$ cat src/rtl/par_serial_tx_pkg.sv
// Shared definitions for the parallel-to-serial transmitter.
//   IDLE_CODE     : comma/idle symbol sent whenever no user data is loaded
//   DEFAULT_WIDTH : default parallel word width
//   tx_state_e    : transmitter FSM states (SYNC = alignment preamble, RUN = normal traffic)
package par_serial_tx_pkg;

   localparam logic [7:0] IDLE_CODE     = 8'hBC;
   localparam int         DEFAULT_WIDTH = 8;

   typedef enum logic {
      SYNC = 1'b0,
      RUN  = 1'b1
   } tx_state_e;

endpackage

$ cat src/rtl/par_serial_tx_piso.sv
// Parallel-in / serial-out shift register.
//   clk        : bit clock
//   rst        : asynchronous active-low reset, clears the register
//   enb        : register holds when low
//   load       : on an enabled edge, capture data instead of shifting
//   data       : word to capture
//   serial_out : MSB of the register, combinational from the register
module piso_shift #(
   parameter int WIDTH = 8
) (
   input  logic             clk,
   input  logic             rst,
   input  logic             enb,
   input  logic             load,
   input  logic [WIDTH-1:0] data,
   output logic             serial_out
);

   logic [WIDTH-1:0] sr_q;

   always_ff @(posedge clk or negedge rst) begin
      if (!rst) begin
         sr_q <= '0;
      end else if (enb) begin
         if (load) begin
            sr_q <= data;
         end else begin
            sr_q <= {sr_q[WIDTH-2:0], 1'b0};
         end
      end
   end

   assign serial_out = sr_q[WIDTH-1];

endmodule

$ cat src/rtl/par_serial_tx.sv
// Parallel-to-serial transmitter, MSB first, one bit per enabled bit-clock edge.
// After reset it sends SYNC_WORDS idle words so the far end can align, then
// accepts user words; idle symbols fill every slot with no data offered.
//   clk, rst, enb  : bit clock, async active-low reset, global enable
//   data_in        : parallel word from upstream
//   valid_in       : data_in valid
//   ready_out      : word accepted this cycle when valid_in && ready_out
//   serial_out     : serial stream
//   word_start     : serial_out carries the MSB of a word
//   sending_data   : current word is user data (low for idle)
//   state_dbg      : current FSM state
//
// Handshake: valid/ready. A transfer happens on the rising edge where both
// valid_in and ready_out are high. Once valid_in is raised, upstream keeps
// valid_in and data_in stable until that transfer. ready_out is only high on
// the load edge of a word slot while running and enabled.
module par_serial_tx
   import par_serial_tx_pkg::*;
#(
   parameter int               WIDTH      = DEFAULT_WIDTH,
   parameter logic [WIDTH-1:0] IDLE       = WIDTH'(IDLE_CODE),
   parameter int               SYNC_WORDS = 4
) (
   input  logic             clk,
   input  logic             rst,
   input  logic             enb,
   input  logic [WIDTH-1:0] data_in,
   input  logic             valid_in,
   output logic             ready_out,
   output logic             serial_out,
   output logic             word_start,
   output logic             sending_data,
   output tx_state_e        state_dbg
);

   localparam int             CW        = (WIDTH > 1) ? $clog2(WIDTH) : 1;
   localparam logic [CW-1:0]  CNT_MAX   = CW'(WIDTH - 1);
   localparam logic [3:0]     SYNC_LAST = 4'(SYNC_WORDS - 1);

   tx_state_e        state_q, state_nxt;
   logic [CW-1:0]    cnt_q;
   logic [3:0]       sync_cnt_q, sync_cnt_nxt;
   logic             sending_q, sending_nxt;
   logic             loaded_once_q;
   logic             load_edge;
   logic [WIDTH-1:0] load_word;

   // Every WIDTH-th enabled edge starts a new word slot.
   assign load_edge = enb && (cnt_q == CNT_MAX);

   always_ff @(posedge clk or negedge rst) begin
      if (!rst) begin
         state_q <= SYNC;
      end else if (enb) begin
         state_q <= state_nxt;
      end
   end

   always_comb begin
      state_nxt    = state_q;
      sync_cnt_nxt = sync_cnt_q;
      sending_nxt  = sending_q;
      load_word    = IDLE;
      ready_out    = 1'b0;
      case (state_q)
         SYNC: begin
            if (load_edge) begin
               sync_cnt_nxt = sync_cnt_q + 4'd1;
               sending_nxt  = 1'b0;
               if (sync_cnt_q == SYNC_LAST) begin
                  state_nxt = RUN;
               end
            end
         end
         RUN: begin
            ready_out = load_edge;
            if (load_edge) begin
               if (valid_in) begin
                  load_word   = data_in;
                  sending_nxt = 1'b1;
               end else begin
                  sending_nxt = 1'b0;
               end
            end
         end
      endcase
   end

   always_ff @(posedge clk or negedge rst) begin
      if (!rst) begin
         cnt_q         <= CNT_MAX;
         sync_cnt_q    <= 4'd0;
         sending_q     <= 1'b0;
         loaded_once_q <= 1'b0;
      end else if (enb) begin
         cnt_q      <= (cnt_q == CNT_MAX) ? '0 : cnt_q + CW'(1);
         sync_cnt_q <= sync_cnt_nxt;
         sending_q  <= sending_nxt;
         if (load_edge) begin
            loaded_once_q <= 1'b1;
         end
      end
   end

   piso_shift #(
      .WIDTH(WIDTH)
   ) u_piso (
      .clk       (clk),
      .rst       (rst),
      .enb       (enb),
      .load      (load_edge),
      .data      (load_word),
      .serial_out(serial_out)
   );

   // Count is 0 exactly while the MSB of the last loaded word is on the line.
   assign word_start   = (cnt_q == '0) && loaded_once_q;
   assign sending_data = sending_q;
   assign state_dbg    = state_q;

endmodule
$ cat config.mk
export PLATFORM = sky130hd
export DESIGN_NAME = par_serial_tx
export DESIGN_NICKNAME = d
export VERILOG_FILES = /design/src/rtl/par_serial_tx_pkg.sv /design/src/rtl/par_serial_tx_piso.sv /design/src/rtl/par_serial_tx.sv
export SDC_FILE = /design/constraint.sdc
export NUM_CORES = 1
export LEC_CHECK = 0
export ABC_AREA = 1
export ABC_CLOCK_PERIOD_IN_PS = 2000
export CAP_MARGIN = 20
export CORE_UTILIZATION = 50
export DETAILED_ROUTE_END_ITERATION = 12
export HOLD_SLACK_MARGIN = 0.08
export PLACE_DENSITY = 0.77
export SYNTH_ARGS = -nofsm -noshare
export SYNTH_HDL_FRONTEND = slang
export SYNTH_SLANG_ARGS = --single-unit
$ cat constraint.sdc
create_clock -name clk -period 2 [get_ports clk]
set_input_delay 0.6 -clock clk [delete_from_list [all_inputs] [get_ports clk]]
set_output_delay 0.6 -clock clk [all_outputs]
set_load 0.005 [all_outputs]
==> results.yml, run 1 <==
synthesis:
  yosysSeqAreaShare: 0.496
  yosysWarningCount: 0
  synth_area_per_cell_sq_um: 7.96
  synth_fp_nets: 131
  synth_cells: 115
  synth-seq-cells: 18
  synth.distinct_cells: 18
  synth_area_sq_um: 916
final_layout:
  drive_above_1_share: 0.152
  finalNetCount: 155
  syn_to_final_growth_pct: 27.7
  fin_cells: 163
  regArea_sq_um: 454
  multi_input_area_sq_um: 414
  num-fill-cells: 149
  num_antenna_cells: 0
critical_path:
  cp.arrival_ns: 1.36
  crit_path_end_kind: "output pin"
  crit_type: "reg2out"
  crit_required_ns: 1.40
  cp-start-kind: "flop"
  critical_path.max_fanout: 2
power_and_ir_drop:
  leakage_uw: 0.000637
  power_density_nw_per_um2: 842
  ir_drop_mv: 0.592
grt:
  grt_usage: 0.189
  gr-total-overflow: 0
  grt_pass1_wl_um: 2760
  grt_pass1_vias: 663
  grt_antenna_before_repair: 0
  grt_max_degree: 19
floorplan:
  coreArea_sq_um: 1730
  pin_count: 17
  num_rows: 15
  die_w_um: 44.8
  start_util: 0.530
  dieArea_sq_um: 2010
  die_h_um: 44.8
clock_tree:
  cts_made_buffers: 3
  clk-insertion-delay-late_ns: 0.29
  cts_hold_buf: 0
  root_buffer: "clkbuf_4"
  cts_sinks: 18
  clock_path_buffers: 2
  h-tree-depth: 1
  clk_pin_slew_worst_paths_ns: 0.11
  cts_tree: "yes"
placement:
  placedCellCount: 159
  gp_congestion: 0.819
  port_buffers: 16
  hpwl_um: 1280
  pre_cts_slack_ns: -0.357
detailed_routing:
  drt_wl_total_um: 1700
  drt-initial-drc-count: 16
  vias_per_cell: 4.54
  wl_per_cell_um: 10.4
  antenna_left: 0
  drc: 0
  vias: 740
  first_pass_iters: 4
sta:
  period_minus_slack_ns: 1.96
  worstMarginPinSlew_ns: 0.229
  fmax_ghz: 0.511
  finalCritPeriodShare: 0.978
  hold_viol_final: 0
  slew_violations: 0
  fin_skew_ns: 0.0184
  fin_ws_ns: 0.0444
  slew_headroom: 0.847
  tns_ns: 0
  setup_viol: 0
  grt_setup_unrepaired: "yes"
run_status:
  status: "finished, final reports clean"
job:
  drv_cap: 0
min_path:
  hold_path.class: "reg2reg"
-- synthesized netlist by cell type (all sizes together) --
| master | count | area (sq um) |
|---|---|---|
| ha | 4 | 50.1 |
| a21oi | 4 | 20.0 |
| nor2 | 8 | 53.8 |
| o21ai | 4 | 20.0 |
| xor2 | 1 | 8.76 |
| clkinv | 1 | 3.75 |
| dfstp | 3 | 78.8 |
| inv | 14 | 52.6 |
| nand2 | 53 | 204 |
| or2 | 1 | 6.26 |
| nand3 | 4 | 20.0 |
| buf | 2 | 16.3 |
| dfrtp | 15 | 375 |
| nand4 | 1 | 6.26 |
-- power breakdown --
part / total (uW) / leakage (uW) / internal, uW / switching [uW]
clock network: 184 / 0.0000150 / 77.2 / 106
logic: 270 / 0.000401 / 142 / 128
registers: 531 / 0.000220 / 466 / 65.0
-- cell usage in the layout (no fill, tap or decap), drive strengths merged --
master	netlist	layout
dfrtp	15	15
clkinv	1	1
xor2	1	1
nand4	1	1
inv	14	14
nand2	53	53
ha	4	4
buf	2	6
clkdlybuf4s50	0	14
nand3	4	4
a21oi	4	4
nor2	8	8
o21ai	4	4
clkbuf	0	5
dfstp	3	3
or2	1	1
-- final timing paths --
check	end	cells past startpoint	slack (ns)	startpoint
hold / removal	u_piso.sr_q[5]	2	0.49	u_piso.sr_q[5]
min in group asynchronous	u_piso.sr_q[7]	2	0.62	rst
hold reg to reg	u_piso.sr_q[5]	2	0.49	u_piso.sr_q[5]
setup reg to reg	u_piso.sr_q[6]	7	0.41	cnt_q[1]
setup / recovery	ready_out	5	0.04	cnt_q[1]
max in group asynchronous	cnt_q[0]	2	1.10	rst
-- kinds of logic after synthesis --
group | after synthesis | share of synthesized area
adders and majority gates | 4 | 0.0546
DFF | 18 | 0.496
and+or+nand+nor | 67 | 0.317
buffers and inverters | 17 | 0.0792
AOI/OAI and AO/OA | 8 | 0.0437
xor gates and xnor gates | 1 | 0.00956
-- per-stage QoR --
step | util | instance area (sq um) | hold WS [ns] | power, uW
final | 0.678 | 1170 | 0.494 | 985
after global routing | 0.678 | 1170 | 0.513 | 1060
after CTS | 0.674 | 1160 | 0.490 | 984
after detailed placement | 0.654 | 1130 | 0.465 | 791
after global placement | 0.654 | 1130 | 0.457 | 774
after floorplan | - | 916 | 0.304 | 662
-- cell type report --
cell class / count / share of cell area
clock buffers: 4 / 0.0225
multi-input cells: 80 / 0.354
inverters: 15 / 0.0481
repair buffers: 21 / 0.160
flip-flops and latches: 18 / 0.388
well taps: 25 / 0.0267
-- registers in the layout, indices dropped and copies added, names as in the netlist --
| signal | count |
|---|---|
| loaded_once_q | 1 |
| sending_data | 1 |
| sync_cnt_q | 4 |
| cnt_q | 3 |
| u_piso.sr_q | 8 |
| state_dbg | 1 |
-- repair_timing --
action,CTS,global route
endpoints found under the setup margin,2,2
resized for setup,8,4
buffers inserted,0,0
pin swaps,1,2
-- per-layer routing --
metal	wire, um	GRT usage	share of wire	vias to the layer above
met5	0	0	0	-
met2	846	0.297	0.50	13
met4	23	0.0727	0.014	0
met3	45	0.0240	0.026	2
li1	-	-	-	390
met1	785	0.265	0.46	335
-- critical path, stage by stage (launching register included) --
cell	delay, ns
dfstp_2	0.57
ha_4	0.14
ha_4	0.13
nand2_2	0.05
nor2_1	0.08
buf_2	0.11
No activity file was read; power rests on OpenSTA's default activity.
==> run 2: changes to the inputs <==
--- a/config.mk
+++ b/config.mk
@@ -8,10 +8,11 @@
 export ABC_AREA = 1
 export ABC_CLOCK_PERIOD_IN_PS = 2000
 export CAP_MARGIN = 20
-export CORE_UTILIZATION = 50
+export CORE_UTILIZATION = 59
 export DETAILED_ROUTE_END_ITERATION = 12
+export DONT_BUFFER_PORTS = 1
 export HOLD_SLACK_MARGIN = 0.08
-export PLACE_DENSITY = 0.77
+export PLACE_DENSITY = 0.75
 export SYNTH_ARGS = -nofsm -noshare
 export SYNTH_HDL_FRONTEND = slang
 export SYNTH_SLANG_ARGS = --single-unit
==> run 2 against run 1 <==
  * Via count fell by 8.9%
  * Clock skew is 0.0098 ns lower
  * Flip-flop and latch count is the same
  * Clock-buffer cell count stayed put
  * Core utilization rose by 3.8 points
  * Critical path type unchanged
  * Critical path depth is 1 lower
  * Sequential power shrank 2%
==> results.yml, run 2 (synthesis gave the netlist of run 1 again) <==
run_status:
  status: "finished, final reports clean"
final_layout:
  fin_cells: 134
  layout_common_cells: "51 x nand2_1, 15 x dfrtp_1, 14 x inv_1"
  drive_above_1_share: 0.126
  num_antenna_cells: 0
  finalNetCount: 136
  largest_reg_flops: 8
  top_regs: "u_piso.sr_q x8, sync_cnt_q x4, cnt_q x3"
  regMostFlops: "u_piso.sr_q"
  final_util: 0.715
  syn_to_final_growth_pct: 6.69
  final_common_cell: "nand2_1"
floorplan:
  pin_count: 17
  start_util: 0.670
  dieArea_sq_um: 1710
  die_h_um: 41.4
  coreArea_sq_um: 1370
  die_w_um: 41.4
  num_rows: 13
critical_path:
  crit_type: "reg2out"
  r2r-end: "u_piso.sr_q[5]"
  crit_required_ns: 1.40
  reg2regPathDepth: 8
  cp-start-kind: "flop"
  rrSetupSlack_ns: 0.36
  crit_path_end_kind: "output pin"
  rr_startpoint: "cnt_q[0]"
  critical_path.max_fanout: 2
  cp.arrival_ns: 1.34
detailed_routing:
  drt-initial-drc-count: 17
  first_pass_iters: 4
  wl_per_cell_um: 12.1
  antenna_left: 0
  vias: 674
  drt_wl_total_um: 1620
  drc: 0
  vias_per_cell: 5.03
power_and_ir_drop:
  p_int_uw: 657
  power.share.switching: 0.300
  power_density_nw_per_um2: 959
  p_clk_frac: 0.245
  p_seq_frac: 0.553
  ir_drop_mv: 0.608
  leakage_uw: 0.000563
  p_switching_uw: 281
  comb_power_share: 0.202
sta:
  slew_headroom: 0.542
  fin_skew_ns: 0.00854
  worstMarginPinSlew_ns: 0.684
  setup_viol: 0
  period_minus_slack_ns: 1.94
  slew_violations: 0
  fmax_ghz: 0.516
  fin_ws_ns: 0.0626
  hold_viol_final: 0
  finalCritPeriodShare: 0.969
  tns_ns: 0
  grt_setup_unrepaired: "no"
  fin_hold_ws_ns: 0.123
placement:
  port_buffers: 0
  gp_congestion: 0.761
  pre_cts_slack_ns: 0.387
  hpwl_um: 1160
  placedCellCount: 129
job:
  drv_cap: 0
grt:
  grt_usage: 0.211
  grt_pass1_vias: 634
  gr-total-overflow: 0
  grt_antenna_before_repair: 0
  grt_pass1_wl_um: 2750
  grt_max_degree: 16
clock_tree:
  cts_tree: "yes"
  root_buffer: "clkbuf_4"
  cts_sinks: 18
  clk-insertion-delay-late_ns: 0.30
  clk_pin_slew_worst_paths_ns: 0.11
  cts_made_buffers: 3
  clock_path_buffers: 2
  h-tree-depth: 1
min_path:
  hold_path.class: "in2async"
## run 2: changes by cell type in the layout (fill, tap and decap cells not counted)
| cell | delta |
|---|---|
| buf_2 | -1 |
| inv_2 | -1 |
| ha_1 | +1 |
| ha_2 | +1 |
| nor2_1 | -1 |
| clkdlybuf4s50_1 | -14 |
| dlygate4sd3_1 | +1 |
| nor2_2 | +1 |
| ha_4 | -2 |
| buf_4 | -4 |
| inv_1 | +1 |
| clkbuf_2 | -1 |
| clkbuf_1 | -1 |
| clkbuf_8 | +1 |
## run 2: area by class of cell
cell class	count	area, sq um
clock buffers	4	36.3
well taps	15	18.8
repair buffers	2	17.5
multi-input cells	80	394
inverters	15	56.3
flip-flops and latches	18	454
fillers	107	389
## run 2: what timing repair did
item / 4_1_cts / 5_1_grt
hold buffers: 1 / 0
hold endpoints to repair: 15 / 0
endpoints found under the setup margin: 0 / 1
gates resized for setup: 0 / 2
setup buffers: 0 / 0
## run 2: how the worst max path moves through the flow
stage,to,slack (ns),cells after the start,startpoint
floorplan,ready_out,0.26,5,cnt_q[0]
global placement,ready_out,0.40,4,cnt_q[0]
detailed placement,ready_out,0.39,4,cnt_q[0]
CTS,ready_out,0.04,4,cnt_q[0]
global route,ready_out,0.01,4,cnt_q[1]
finish,ready_out,0.06,4,cnt_q[0]
## run 2: critical path: stages (launching register included)
cell	delay, ns
dfstp_2	0.55
ha_1	0.15
ha_2	0.18
nand2_2	0.07
nor2_2	0.09
## run 2: power groups by stage
stage / registers, uW / clock network, uW / logic, uW
after floorplan: 509 / 0 / 153
after global placement: 523 / 0 / 177
after detailed placement: 525 / 0 / 179
after CTS: 518 / 232 / 189
after global routing: 530 / 239 / 218
final: 518 / 230 / 189
## run 2: routing by layer
metal,up-vias,GRT usage,routed length (um)
met5,-,0,0
met4,0,0.116,42
met3,5,0.0435,86
met2,20,0.309,676
met1,295,0.292,816
li1,354,-,-
## run 2: stage by stage
step	power [uW]	area (sq um)
after global routing	988	977
after floorplan	662	916
after global placement	700	926
after CTS	939	972
final	937	977
after detailed placement	704	926
==> run 3: changes to the inputs <==
--- a/config.mk
+++ b/config.mk
@@ -6,7 +6,7 @@
 export NUM_CORES = 1
 export LEC_CHECK = 0
 export ABC_AREA = 1
-export ABC_CLOCK_PERIOD_IN_PS = 2000
+export ABC_CLOCK_PERIOD_IN_PS = 1900
 export CAP_MARGIN = 20
 export CORE_UTILIZATION = 59
 export DETAILED_ROUTE_END_ITERATION = 12
==> constraint.sdc (replaced) <==
create_clock -name clk -period 1.9 [get_ports clk]
set_input_delay 0.57 -clock clk [delete_from_list [all_inputs] [get_ports clk]]
set_output_delay 0.57 -clock clk [all_outputs]
set_load 0.005 [all_outputs]
==> run 3 against run 2 <==
  * Total power is 9.1% higher
  * Critical endpoint unchanged
  * Routed wire length up 4.4%
  * Sequential power is 8.3% higher
  * Die area is the same
  * Register-to-register slack is essentially flat
  * Critical path type unchanged
  * Cell count up 0.75%
  * Clock-buffer cell count unchanged
==> results.yml, run 3 (synthesis gave the netlist of run 1 again) <==
final_layout:
  syn_to_final_growth_pct: 11.1
  fin_cells: 135
  final_util: 0.745
  final_common_cell: "nand2_1"
  regArea_sq_um: 454
  finalNetCount: 137
  drive_above_1_share: 0.142
  largest_reg_flops: 8
  regMostFlops: "u_piso.sr_q"
  num_antenna_cells: 0
  layout_common_cells: "51 x nand2_1, 15 x dfrtp_1, 14 x inv_1"
  num-fill-cells: 104
  multi_input_area_sq_um: 427
  top_regs: "u_piso.sr_q x8, sync_cnt_q x4, cnt_q x3"
grt:
  grt_usage: 0.234
  grt_max_degree: 16
  grt_antenna_before_repair: 0
  grt_pass1_wl_um: 3040
  gr-total-overflow: 0
  grt_pass1_vias: 688
detailed_routing:
  drt-initial-drc-count: 8
  drc: 0
  antenna_left: 0
  wl_per_cell_um: 12.5
  vias: 696
  drt_wl_total_um: 1690
  vias_per_cell: 5.16
  first_pass_iters: 4
run_status:
  status: "finished, final reports clean"
sta:
  fmax_ghz: 0.544
  setup_viol: 0
  fin_hold_ws_ns: 0.108
  worstMarginPinSlew_ns: 0.675
  period_minus_slack_ns: 1.84
  tns_ns: 0
  slew_headroom: 0.549
  grt_setup_unrepaired: "yes"
  slew_violations: 0
  finalCritPeriodShare: 0.967
  hold_viol_final: 0
  fin_skew_ns: 0.00976
placement:
  port_buffers: 0
  hpwl_um: 1260
  placedCellCount: 130
  gp_congestion: 0.745
floorplan:
  die_h_um: 41.4
  start_util: 0.670
  coreArea_sq_um: 1370
  pin_count: 17
  dieArea_sq_um: 1710
  num_rows: 13
  die_w_um: 41.4
power_and_ir_drop:
  power_density_nw_per_um2: 1010
  leakage_uw: 0.000577
  ir_drop_mv: 0.534
critical_path:
  r2r-end: "u_piso.sr_q[2]"
  reg2regPathDepth: 8
  cp-start-kind: "flop"
  rrSetupSlack_ns: 0.35
  crit_type: "reg2out"
  cp.arrival_ns: 1.27
  crit_required_ns: 1.33
  critical_path.max_fanout: 3
  crit_path_end_kind: "output pin"
  rr_startpoint: "cnt_q[1]"
clock_tree:
  h-tree-depth: 1
  cts_made_buffers: 3
  clk_pin_slew_worst_paths_ns: 0.09
  clock_path_buffers: 2
  postCtsSetupRepairBufs: 0
  cts_tree: "yes"
  root_buffer: "clkbuf_4"
  cts_sinks: 18
  clk-insertion-delay-late_ns: 0.30
job:
  drv_cap: 0
min_path:
  hold_path.class: "in2async"
-- run 3: changes by cell type in the layout (fill, tap and decap cells not counted) --
cell,previous run,this run
nor2_2,1,0
nor2_4,1,2
nand2_2,2,1
ha_2,1,0
ha_1,3,2
buf_4,1,2
ha_4,0,2
nand2_4,0,1
-- run 3: power breakdown --
group          leakage, uW  internal [uW]  switching [uW]
sequential        0.000220            491            70.0
combinational     0.000335            101             124
clock            0.0000210            117             119
-- run 3: layout make-up --
cell class / count / share of cell area
inverter: 15 / 0.0554
tap: 15 / 0.0185
sequential: 18 / 0.446
multi-input combinational: 80 / 0.419
timing repair buffer: 3 / 0.0246
clock buffer: 4 / 0.0357
-- run 3: layer usage --
metal	vias up	share of wire	track usage
met5	-	0	0
met4	0	0.022	0.135
met3	4	0.033	0.0348
met2	17	0.43	0.347
met1	318	0.51	0.327
li1	357	-	-
-- run 3: through the flow --
stage / instance area, sq um / power [uW] / worst slack (ns)
final: 1020 / 1020 / 0.0621
after global routing: 1020 / 1090 / -0.00453
after CTS: 1010 / 1030 / 0.00752
after detailed placement: 933 / 751 / 0.299
after global placement: 933 / 734 / 0.314
after floorplan: 916 / 697 / 0.194
-- run 3: timing repair --
action / CTS / global route
gates cloned: 0 / 0
gates resized for setup: 5 / 2
hold buffers: 1 / 0
pin swaps: 1 / 3
endpoints found under the hold margin: 15 / 0
endpoints found under the setup margin: 1 / 1
-- run 3: worst max path at each step --
stage             start   endpoint  cells after the start
2_1_floorplan  cnt_q[0]  ready_out                      5
3_3_place_gp   cnt_q[0]  ready_out                      4
3_5_place_dp   cnt_q[1]  ready_out                      4
4_1_cts        cnt_q[0]  ready_out                      4
5_1_grt        cnt_q[1]  ready_out                      4
6_report       cnt_q[1]  ready_out                      4
-- run 3: worst max-delay path: stages (launching register included) --
cell	delay, ns
dfstp_2	0.57
ha_4	0.14
ha_4	0.13
nand2_4	0.06
nor2_4	0.08
